<file path="config.mk">
export PLATFORM = sky130hd
export DESIGN_NAME = mul_unit_iter
export DESIGN_NICKNAME = d
export VERILOG_FILES = /design/src/rtl/mul_unit_iter.sv
export SDC_FILE = /design/constraint.sdc
export NUM_CORES = 2
export LEC_CHECK = 0
export CAP_MARGIN = 5
export CORE_MARGIN = 2
export CORE_UTILIZATION = 60
export CTS_CLUSTER_SIZE = 28
export DETAILED_ROUTE_END_ITERATION = 10
export GPL_TIMING_DRIVEN = 0
export PLACE_DENSITY = 0.82
export SYNTH_ARGS = -nofsm -noshare
export SYNTH_HDL_FRONTEND = slang
export SYNTH_SLANG_ARGS = --single-unit
</file>
<file path="constraint.sdc">
create_clock -name clk -period 15.44 [get_ports clk]
set_input_delay 3.088 -clock clk [delete_from_list [all_inputs] [get_ports clk]]
set_output_delay 3.088 -clock clk [all_outputs]
set_load 0.03 [all_outputs]
</file>
<file path="src/rtl/mul_unit_iter.sv">
// -----------------------------------------------------------------------------
// mul_unit_iter
//
// Multi-cycle integer multiply / multiply-accumulate execution unit that sits
// directly behind the ARM standard decoder. A request is accepted in IDLE,
// the 32x32 product is built with a 32x8 shift-add step per CALC cycle, the
// ACC cycle applies the sign fix-up and the accumulate addend, and the WB
// cycle presents a one-cycle register-file writeback plus N/Z flag update.
//
// Timeline from the accept edge: 4 CALC cycles, 1 ACC cycle, 1 WB cycle.
// busy is high for all 6 cycles so the issue stage stalls.
//
// Ports
//   clk               core clock (all state updates on posedge)
//   rst_n             synchronous active-low reset
//   mul_en            multiply request from decoder
//   instruction_valid condition-code pass from decoder
//   mul_mode          00/01 short (32-bit), 10 long unsigned, 11 long signed
//   op1               multiplier (Rs)
//   op2               multiplicand (Rm)
//   ops_l, ops_h      accumulate addend low/high words (zero when no accumulate)
//   rd_en, rd_id      primary destination enable / ID
//   rd2_en, rd2_id    secondary (high word) destination enable / ID
//   psr_wr_cond_en    NZCV write mask from decoder
//   flush             pipeline abort
//   busy              unit occupied; new requests ignored
//   done              one-cycle completion pulse
//   wb_en/id/data     low-word writeback
//   wb2_en/id/data    high-word writeback (long modes only)
//   flag_wr_en        NZCV write enables (only N and Z can be set)
//   flag_nzcv         {N, Z, 0, 0}
// -----------------------------------------------------------------------------
module mul_unit_iter #(
  parameter int ITER_BITS = 8  // multiplier bits consumed per CALC cycle; only 8 supported
) (
  input  logic        clk,
  input  logic        rst_n,
  input  logic        mul_en,
  input  logic        instruction_valid,
  input  logic [1:0]  mul_mode,
  input  logic [31:0] op1,
  input  logic [31:0] op2,
  input  logic [31:0] ops_l,
  input  logic [31:0] ops_h,
  input  logic        rd_en,
  input  logic        rd2_en,
  input  logic [4:0]  rd_id,
  input  logic [4:0]  rd2_id,
  input  logic [3:0]  psr_wr_cond_en,
  input  logic        flush,
  output logic        busy,
  output logic        done,
  output logic        wb_en,
  output logic [4:0]  wb_id,
  output logic [31:0] wb_data,
  output logic        wb2_en,
  output logic [4:0]  wb2_id,
  output logic [31:0] wb2_data,
  output logic [3:0]  flag_wr_en,
  output logic [3:0]  flag_nzcv
);

  localparam int         N_CALC   = 32 / ITER_BITS;
  localparam logic [1:0] LAST_CNT = 2'(N_CALC - 1);

  typedef enum logic [1:0] {
    IDLE = 2'd0,
    CALC = 2'd1,
    ACC  = 2'd2,
    WB   = 2'd3
  } state_t;

  // ---------------------------------------------------------------------------
  // State and latched operation context
  // ---------------------------------------------------------------------------
  state_t      state_q,   state_d;
  logic [1:0]  cnt_q,     cnt_d;
  logic [31:0] mcand_q,   mcand_d;    // |op2| for signed, op2 otherwise
  logic [31:0] mplier_q,  mplier_d;   // |op1| for signed, op1 otherwise
  logic [63:0] acc_q,     acc_d;      // unsigned magnitude product being built
  logic        neg_q,     neg_d;      // final product must be negated
  logic        long_q,    long_d;
  logic [31:0] add_l_q,   add_l_d;
  logic [31:0] add_h_q,   add_h_d;
  logic        rd_en_l_q,  rd_en_l_d;
  logic        rd2_en_l_q, rd2_en_l_d;
  logic [4:0]  rd_id_l_q,  rd_id_l_d;
  logic [4:0]  rd2_id_l_q, rd2_id_l_d;
  logic [3:0]  mask_q,    mask_d;

  // Registered outputs
  logic        done_q,       done_d;
  logic        wb_en_q,      wb_en_d;
  logic [4:0]  wb_id_q,      wb_id_d;
  logic [31:0] wb_data_q,    wb_data_d;
  logic        wb2_en_q,     wb2_en_d;
  logic [4:0]  wb2_id_q,     wb2_id_d;
  logic [31:0] wb2_data_q,   wb2_data_d;
  logic [3:0]  flag_wr_en_q, flag_wr_en_d;
  logic [3:0]  flag_nzcv_q,  flag_nzcv_d;

  // ---------------------------------------------------------------------------
  // Operand setup at accept: signed mode works on magnitudes and remembers the
  // sign of the product. 0x80000000 negates to itself, which is exactly its
  // unsigned magnitude, so no special case is needed.
  // ---------------------------------------------------------------------------
  logic        accept;
  logic        signed_mode;
  logic [31:0] op1_mag;
  logic [31:0] op2_mag;

  assign accept      = mul_en & instruction_valid & ~flush;
  assign signed_mode = (mul_mode == 2'b11);
  assign op1_mag     = (signed_mode && op1[31]) ? (~op1 + 32'd1) : op1;
  assign op2_mag     = (signed_mode && op2[31]) ? (~op2 + 32'd1) : op2;

  // ---------------------------------------------------------------------------
  // Shift-add step: one multiplier slice per CALC cycle.
  // ---------------------------------------------------------------------------
  logic [ITER_BITS-1:0]    mplier_slice [N_CALC];
  logic [ITER_BITS-1:0]    cur_slice;
  logic [ITER_BITS+31:0]   partial;
  logic [63:0]             partial_shifted;
  logic [5:0]              shift_amt;

  generate
    for (genvar gi = 0; gi < N_CALC; gi++) begin : g_slice
      assign mplier_slice[gi] = mplier_q[gi*ITER_BITS +: ITER_BITS];
    end
  endgenerate

  assign cur_slice       = mplier_slice[cnt_q];
  assign partial         = {{ITER_BITS{1'b0}}, mcand_q} * {32'b0, cur_slice};
  assign shift_amt       = 6'(int'(cnt_q) * ITER_BITS);
  assign partial_shifted = {{(32 - ITER_BITS){1'b0}}, partial} << shift_amt;

  // ---------------------------------------------------------------------------
  // ACC datapath: sign fix-up, then the accumulate addend. Short mode ignores
  // the high addend word and only the low 32 bits of the result matter.
  // ---------------------------------------------------------------------------
  logic [63:0] product;
  logic [63:0] addend;
  logic [63:0] result;
  logic        res_n;
  logic        res_z;

  assign product = neg_q ? (~acc_q + 64'd1) : acc_q;
  assign addend  = long_q ? {add_h_q, add_l_q} : {32'b0, add_l_q};
  assign result  = product + addend;
  assign res_n   = long_q ? result[63] : result[31];
  assign res_z   = long_q ? (result == 64'd0) : (result[31:0] == 32'd0);

  // ---------------------------------------------------------------------------
  // Next-state logic
  // ---------------------------------------------------------------------------
  always_comb begin
    state_d      = state_q;
    cnt_d        = cnt_q;
    mcand_d      = mcand_q;
    mplier_d     = mplier_q;
    acc_d        = acc_q;
    neg_d        = neg_q;
    long_d       = long_q;
    add_l_d      = add_l_q;
    add_h_d      = add_h_q;
    rd_en_l_d    = rd_en_l_q;
    rd2_en_l_d   = rd2_en_l_q;
    rd_id_l_d    = rd_id_l_q;
    rd2_id_l_d   = rd2_id_l_q;
    mask_d       = mask_q;

    // Pulse outputs default low; data/ID outputs hold.
    done_d       = 1'b0;
    wb_en_d      = 1'b0;
    wb2_en_d     = 1'b0;
    flag_wr_en_d = 4'b0000;
    wb_id_d      = wb_id_q;
    wb_data_d    = wb_data_q;
    wb2_id_d     = wb2_id_q;
    wb2_data_d   = wb2_data_q;
    flag_nzcv_d  = flag_nzcv_q;

    unique case (state_q)
      IDLE: begin
        if (accept) begin
          state_d    = CALC;
          cnt_d      = 2'd0;
          acc_d      = 64'd0;
          mplier_d   = op1_mag;
          mcand_d    = op2_mag;
          neg_d      = signed_mode & (op1[31] ^ op2[31]);
          long_d     = mul_mode[1];
          add_l_d    = ops_l;
          add_h_d    = ops_h;
          rd_en_l_d  = rd_en;
          rd2_en_l_d = rd2_en;
          rd_id_l_d  = rd_id;
          rd2_id_l_d = rd2_id;
          mask_d     = psr_wr_cond_en;
        end
      end

      CALC: begin
        if (flush) begin
          state_d = IDLE;
        end else begin
          acc_d = acc_q + partial_shifted;
          cnt_d = cnt_q + 2'd1;
          if (cnt_q == LAST_CNT) begin
            state_d = ACC;
          end
        end
      end

      ACC: begin
        if (flush) begin
          state_d = IDLE;
        end else begin
          // Everything seen in the WB cycle is registered here.
          state_d      = WB;
          done_d       = 1'b1;
          wb_en_d      = rd_en_l_q;
          wb_id_d      = rd_id_l_q;
          wb_data_d    = result[31:0];
          wb2_en_d     = rd2_en_l_q & long_q;
          wb2_id_d     = rd2_id_l_q;
          wb2_data_d   = long_q ? result[63:32] : 32'd0;
          flag_wr_en_d = mask_q & 4'b1100;
          flag_nzcv_d  = {res_n, res_z, 2'b00};
        end
      end

      WB: begin
        state_d = IDLE;
      end

      default: begin
        state_d = IDLE;
      end
    endcase
  end

  // ---------------------------------------------------------------------------
  // State registers
  // ---------------------------------------------------------------------------
  always_ff @(posedge clk) begin
    if (!rst_n) begin
      state_q      <= IDLE;
      cnt_q        <= 2'd0;
      mcand_q      <= 32'd0;
      mplier_q     <= 32'd0;
      acc_q        <= 64'd0;
      neg_q        <= 1'b0;
      long_q       <= 1'b0;
      add_l_q      <= 32'd0;
      add_h_q      <= 32'd0;
      rd_en_l_q    <= 1'b0;
      rd2_en_l_q   <= 1'b0;
      rd_id_l_q    <= 5'd0;
      rd2_id_l_q   <= 5'd0;
      mask_q       <= 4'd0;
      done_q       <= 1'b0;
      wb_en_q      <= 1'b0;
      wb_id_q      <= 5'd0;
      wb_data_q    <= 32'd0;
      wb2_en_q     <= 1'b0;
      wb2_id_q     <= 5'd0;
      wb2_data_q   <= 32'd0;
      flag_wr_en_q <= 4'd0;
      flag_nzcv_q  <= 4'd0;
    end else begin
      state_q      <= state_d;
      cnt_q        <= cnt_d;
      mcand_q      <= mcand_d;
      mplier_q     <= mplier_d;
      acc_q        <= acc_d;
      neg_q        <= neg_d;
      long_q       <= long_d;
      add_l_q      <= add_l_d;
      add_h_q      <= add_h_d;
      rd_en_l_q    <= rd_en_l_d;
      rd2_en_l_q   <= rd2_en_l_d;
      rd_id_l_q    <= rd_id_l_d;
      rd2_id_l_q   <= rd2_id_l_d;
      mask_q       <= mask_d;
      done_q       <= done_d;
      wb_en_q      <= wb_en_d;
      wb_id_q      <= wb_id_d;
      wb_data_q    <= wb_data_d;
      wb2_en_q     <= wb2_en_d;
      wb2_id_q     <= wb2_id_d;
      wb2_data_q   <= wb2_data_d;
      flag_wr_en_q <= flag_wr_en_d;
      flag_nzcv_q  <= flag_nzcv_d;
    end
  end

  // ---------------------------------------------------------------------------
  // Outputs. The write strobes are already registered high for the WB cycle;
  // a flush arriving during that same cycle must still cancel them, so they
  // are masked by flush on the way out.
  // ---------------------------------------------------------------------------
  assign busy       = (state_q != IDLE);
  assign done       = done_q   & ~flush;
  assign wb_en      = wb_en_q  & ~flush;
  assign wb2_en     = wb2_en_q & ~flush;
  assign flag_wr_en = flag_wr_en_q & {4{~flush}};
  assign wb_id      = wb_id_q;
  assign wb_data    = wb_data_q;
  assign wb2_id     = wb2_id_q;
  assign wb2_data   = wb2_data_q;
  assign flag_nzcv  = flag_nzcv_q;

endmodule
</file>
## Word level (Yosys, flattened, before mapping)

Index checks and enable logic that the tools add are counted.

- Logic and storage cells: 92
- Input port bits: 151
- Flip-flop bits (word level): 297
- Output and inout port bits: 86

- $add $sub $neg: 6
- Multiply operators: 1
- Mux-type cells: 22
- Shifts and indexed selects: 1
- Bitwise gates (word level): 16
- Magnitude comparators: 1
- Eq/ne operators: 8
- Reduce and logical (&&, ||, !) cells: 13

Operators with widths:

| kind | number |
|---|---|
| 64-bit 2-to-1 mux | 4 |
| 64-bit adder | 2 |
| 64-bit one-hot mux with 2 select lines | 1 |
| 32-bit 2-to-1 mux | 3 |
| 32-bit by 1-bit adder with 32-bit output, second input constant | 2 |
| 64-bit by 1-bit adder with 64-bit output, second input constant | 1 |
| 64-bit zero test | 1 |
| 32-bit inverter | 2 |
| 64-bit inverter | 1 |
| 40-bit by 5-bit left shift with 64-bit output | 1 |
| 32-bit by 8-bit multiplier with 40-bit output | 1 |
| 32-bit zero test | 1 |
| 8-bit binary-select mux with 2-bit select | 1 |
| 8-bit 2-to-1 mux | 2 |
| 2-bit 2-to-1 mux | 6 |
| 2-bit == test, second input constant | 4 |
| 2-bit one-hot mux with 4 select lines | 1 |
| 2-bit AND reduction | 4 |
| 1-bit AND | 7 |
| 4-bit AND | 1 |
| 2-bit != test, second input constant | 2 |
| 2-bit one-hot mux with 2 select lines | 1 |
| 2-bit nonzero test | 2 |
| 3-bit greater-or-equal comparator, second input constant | 1 |
| 11 further kinds | 16 |

## Logic depth before layout (Yosys ltp)

- Depth after elaboration: 9
- Gate-level depth with buffers: 39
- Depth with buffers taken out: 36

## Least setup slack after synthesis

OpenSTA, ideal clock, no wires.

- Path type: reg-to-reg
- Start point: register cnt_q[0]
- End point: register acc_q[52]
- Library setup time: 128 ps
- Buffers on the path: 2
- Stages on the path, launching flop included: 37
- Required time: 15312 ps
- Clock period less this slack: 8868 ps
- Slack: 6572 ps
- Data arrival time: 8739 ps
- Path through: dfxtp_1 clkbuf_1 mux4_2 clkbuf_1 and2_1 fa_1 fa_1 fa_1 inv_1 fa_1 inv_1 ha_1 a21oi_1 o211ai_1 a31oi_1 nor2b_1 nor2_1 o21bai_1 a21oi_1 o21ai_0 o41ai_1 xnor2_1 mux2i_1 mux2i_1 ha_1 and2_1 a221oi_1 o31ai_1 or4_1 nor3_1 nor2_1 a31oi_1 o211ai_1 a31o_2 a21oi_1 xor2_1 o21ai_0

- Word-level cells in the longest chain between the ends: 9

Ends and longest elaborated chain:

| what | RTL line | source |
|---|---|---|
| start: declaration | 77 | `logic [1:0] cnt_q, cnt_d;` |
| start signal: assignment | 273 | `cnt_q <= cnt_d;` |
| 2-bit inverter with 3-bit output (implied by the code) | 132 | `assign cur_slice = mplier_slice[cnt_q];` |
| 8-bit binary-select mux with 2-bit select | 132 |  |
| 8-bit 2-to-1 mux (implied by the code) (2 in series) | 132 |  |
| 32-bit by 8-bit multiplier with 40-bit output | 133 | `assign partial = {{ITER_BITS{1'b0}}, mcand_q} * {32'b0, cur_slice};` |
| 40-bit by 5-bit left shift with 64-bit output * | 135 | `assign partial_shifted = {{(32 - ITER_BITS){1'b0}}, partial} << shift_amt;` |
| 64-bit adder * | 207 | `acc_d = acc_q + partial_shifted;` |
| 64-bit 2-to-1 mux * | 204 | `if (flush) begin` |
| 64-bit one-hot mux with 2 select lines * | 183 | `unique case (state_q)` |
| end signal: assignment | 252 | `acc_q <= 64'd0;` |
| end signal: assignment | 276 | `acc_q <= acc_d;` |
| end: declaration | 80 | `logic [63:0] acc_q, acc_d;` |

Mark *: on every way between the ends. The rest lies on a longest branch, timed or not. The select of a mux whose other input is x is not followed.
A chain may end at the register's enable or synchronous reset.

## Worst setup path after layout

- Start point: register cnt_q[0]
- End point: register acc_q[56]

Same word-level chain as after synthesis.

==> metrics.txt <==
number of global-route vias before repair between 20000 and 30000; CTS root buffer clkbuf_16; Least-Margin Pin Slew 1.105 ns; layout cells sized above 1 0.02606; Setup Viol. Count Final 0; P&R area growth vs syn 14.31%; Setup CP Type reg -> reg; Flop pwr share 0.411; Worst VDD drop about 0.074 mV; Setup crit end kind register; most common cell in the synthesized netlist nand2_1; via count 28650; CP Depth 36; run status complete, no violations; Commonest cells post-synth nand2_1, dfxtp_1, and2_1; gpl congestion 1.001; WP buf/inv 4; Syn Area/Cell 7.893 um^2; Die Y 228.0 um; first-pass GRT wire length around 150000 um; cell count after synthesis 3813; cell area after synthesis 30100 um^2; Die Area 51970 um^2; Post-DRT Antenna Nets 0; pwr/cell area between 50 and 60 nW/um^2; utilization after layout 0.6900; Tcrit/Tclk final 0.7259; hold_buf cts 0; fmax 89.22 MHz; CTS Sinks 293; #FFs+latches synth about 290; Die Wd 228.0 um; layout net count 4611; leading area contributor after synthesis dfxtp_1; io pins around 240; CP max stage cell clkbuf_1; hold path endpoint flag_wr_en_q[3]$_SDFF_PP0_; WL/cell 19.54 um; Pleak around 16 nW; sequential-to-total area share from yosys stat 0.1949; Hold Path Cell Cnt 1; required time worst endpoint 15.85 ns; fin cells 4778; number of remaining DRC errors 0; Relative slew margins 0.2635; Inserted Diodes 0; Hold Slack 0.4476 ns; design area 34400 um^2; FF-to-FF path depth 36; Setup Buffers After CTS 0; NetSw 531.3 uW; count of different cell masters after synthesis 87; min-delay worst type reg -> reg; area of the multi-input gates 22530 um^2; Fillers 4179; reg2reg end acc_q[56]$_SDFFE_PN0P_; IO Port Bufs 229; Skew-Pair Late Insertion Delay between 0.5 and 0.6 ns; initial antenna violation count 0; clk buf depth 3; ys async rst share 0; top cells by area, synth dfxtp_1, fa_1, ha_1, nand2_1, and2_1; warnings from Yosys 0; combinational share of power 0.149; # H-tree levels 2; placed instance area 33240 um^2; EDFF count, synth 0; CTS buffer count 34; DR pass1 iterations 5; worst reg2reg path startpoint cnt_q[0]$_SDFFE_PN0P_; internal power 1.394 mW; Final Critical Period about 11 ns; half-perimeter wire length after placement about 76000 um; most frequently used flop master after synthesis dfxtp_1; Worst-path clk slew 0.06 ns; Top cell by count, worst path fa_1; TritonCTS clock tree built; Hold Vio Cnt, Final 0; setup_tns 0 ns; placed insts 4717; Register Area 5866 um^2; largest net degree at the start of global routing 14; Switching Share 0.2759; vias per cell 5.996; post-synth top area share 0.1949; worst endpoint data arrival time ~12 ns; Row Count 82; clock group share of total power 0.440; CP max FO 10; Starting Density 0.6036; global route total overflow 0; final setup skew 0.02972 ns; critical hold path startpoint mask_q[3]$_SDFFE_PN0P_; worst stage delay on the critical path 0.77 ns; CP Launch Type register; Total GRT Usage 0.3525; Initial DRC Count 2399; post-cts resize count 0; Reg2Reg Setup Slack ~4.2 ns; Final Routed Wirelength between 90000 and 100000 um; fin. max-slew vios 0; RSZ-0062 raised after global routing false; number of max-cap violations 0; Core Region between 40000 and 50000 um^2; cell class contributing the biggest share of worst-path delay compound AO/OA/AOI/OAI gates
per-stage QoR:
step	setup WS (ns)	total power, mW
5_1_grt	3.577	1.982
6_report	4.232	1.925
3_5_place_dp	4.607	1.087
2_1_floorplan	6.572	0.9669
4_1_cts	4.472	1.920
3_3_place_gp	4.589	1.081
final cells by class:
type                            count  share of cell area
Inverter                          247             0.02695
Clock inverter                     15            0.005965
Clock buffer                       46             0.02782
Buffer                            205             0.02288
Timing Repair Buffer              229             0.06663
Sequential cell                   293              0.1705
Multi-Input combinational cell   3071              0.6548
Tap cell                          672             0.02444
flip-flops by register name, summed over array words and instances (netlist names), 2 cells and up:
register / count
wb2_id: 5
wb_id: 5
acc_q: 64
wb2_data: 32
add_l_q: 32
mcand_q: 32
add_h_q: 32
flag_wr_en_q: 2
wb_data: 32
cnt_q: 2
mask_q: 2
flag_nzcv: 2
rd_id_l_q: 5
mplier_q: 32
rd2_id_l_q: 5
state_q: 2
how the worst max path moves through the flow:
stage	from	to
floorplan	cnt_q[0]$_SDFFE_PN0P_	acc_q[52]$_SDFFE_PN0P_
global placement	cnt_q[0]$_SDFFE_PN0P_	acc_q[58]$_SDFFE_PN0P_
detailed placement	cnt_q[0]$_SDFFE_PN0P_	acc_q[58]$_SDFFE_PN0P_
CTS	cnt_q[0]$_SDFFE_PN0P_	acc_q[56]$_SDFFE_PN0P_
global route	cnt_q[0]$_SDFFE_PN0P_	acc_q[56]$_SDFFE_PN0P_
finish	cnt_q[0]$_SDFFE_PN0P_	acc_q[56]$_SDFFE_PN0P_
cell usage in the layout, fill, tap and decap left out, drive strengths merged, types with 55 or more instances in the layout:
master | Yosys | layout
nor2 | 159 | 159
dfxtp | 293 | 293
and2 | 268 | 268
xnor2 | 166 | 166
nand3 | 103 | 103
a21o | 88 | 88
a21oi | 215 | 215
xor2 | 80 | 80
ha | 197 | 197
nand2 | 584 | 584
clkbuf | 182 | 228
o211a | 67 | 67
clkdlybuf4s50 | 0 | 229
nor2b | 55 | 55
a21boi | 159 | 159
o21ai | 185 | 185
fa | 182 | 182
inv | 247 | 247
power groups by stage:
stage               Clock (mW)  Sequential [mW]  Combinational, mW
floorplan                    0            0.798              0.169
global placement             0            0.806              0.276
detailed placement           0            0.806              0.280
CTS                      0.848            0.790              0.282
global route             0.879            0.792              0.311
finish                   0.847            0.791              0.288
worst reg2reg max path: cells and delay by family, from the launching register on:
kind,cells,cell delay (ns)
AOI/OAI and AO/OA,14,3.15
xor gates and xnor gates,2,0.42
adders and majority gates,6,2.85
buffers and inverters,4,1.21
DFF,1,0.36
muxes,3,1.38
and+or+nand+nor,7,1.70
layer usage:
layer | share of wire | track usage | wire [um] | vias to the layer above
met5 | 0 | 0 | 0 | -
met4 | 0.057 | 0.1810 | 5289 | 0
met3 | 0.076 | 0.05288 | 7126 | 259
met2 | 0.45 | 0.5788 | 42440 | 1162
met1 | 0.41 | 0.4516 | 38510 | 13530
li1 | - | - | - | 13700
cell families after synthesis:
logic type,after synthesis,synth area share
and+or+nand+nor,1412,0.2324
DFF,293,0.1949
AOI/OAI and AO/OA,984,0.2224
other,1,0.0001246
adders and majority gates,379,0.2030
muxes,46,0.01871
buffers and inverters,452,0.05696
xor gates and xnor gates,246,0.07159
No activity file was read; power rests on OpenSTA's default activity.
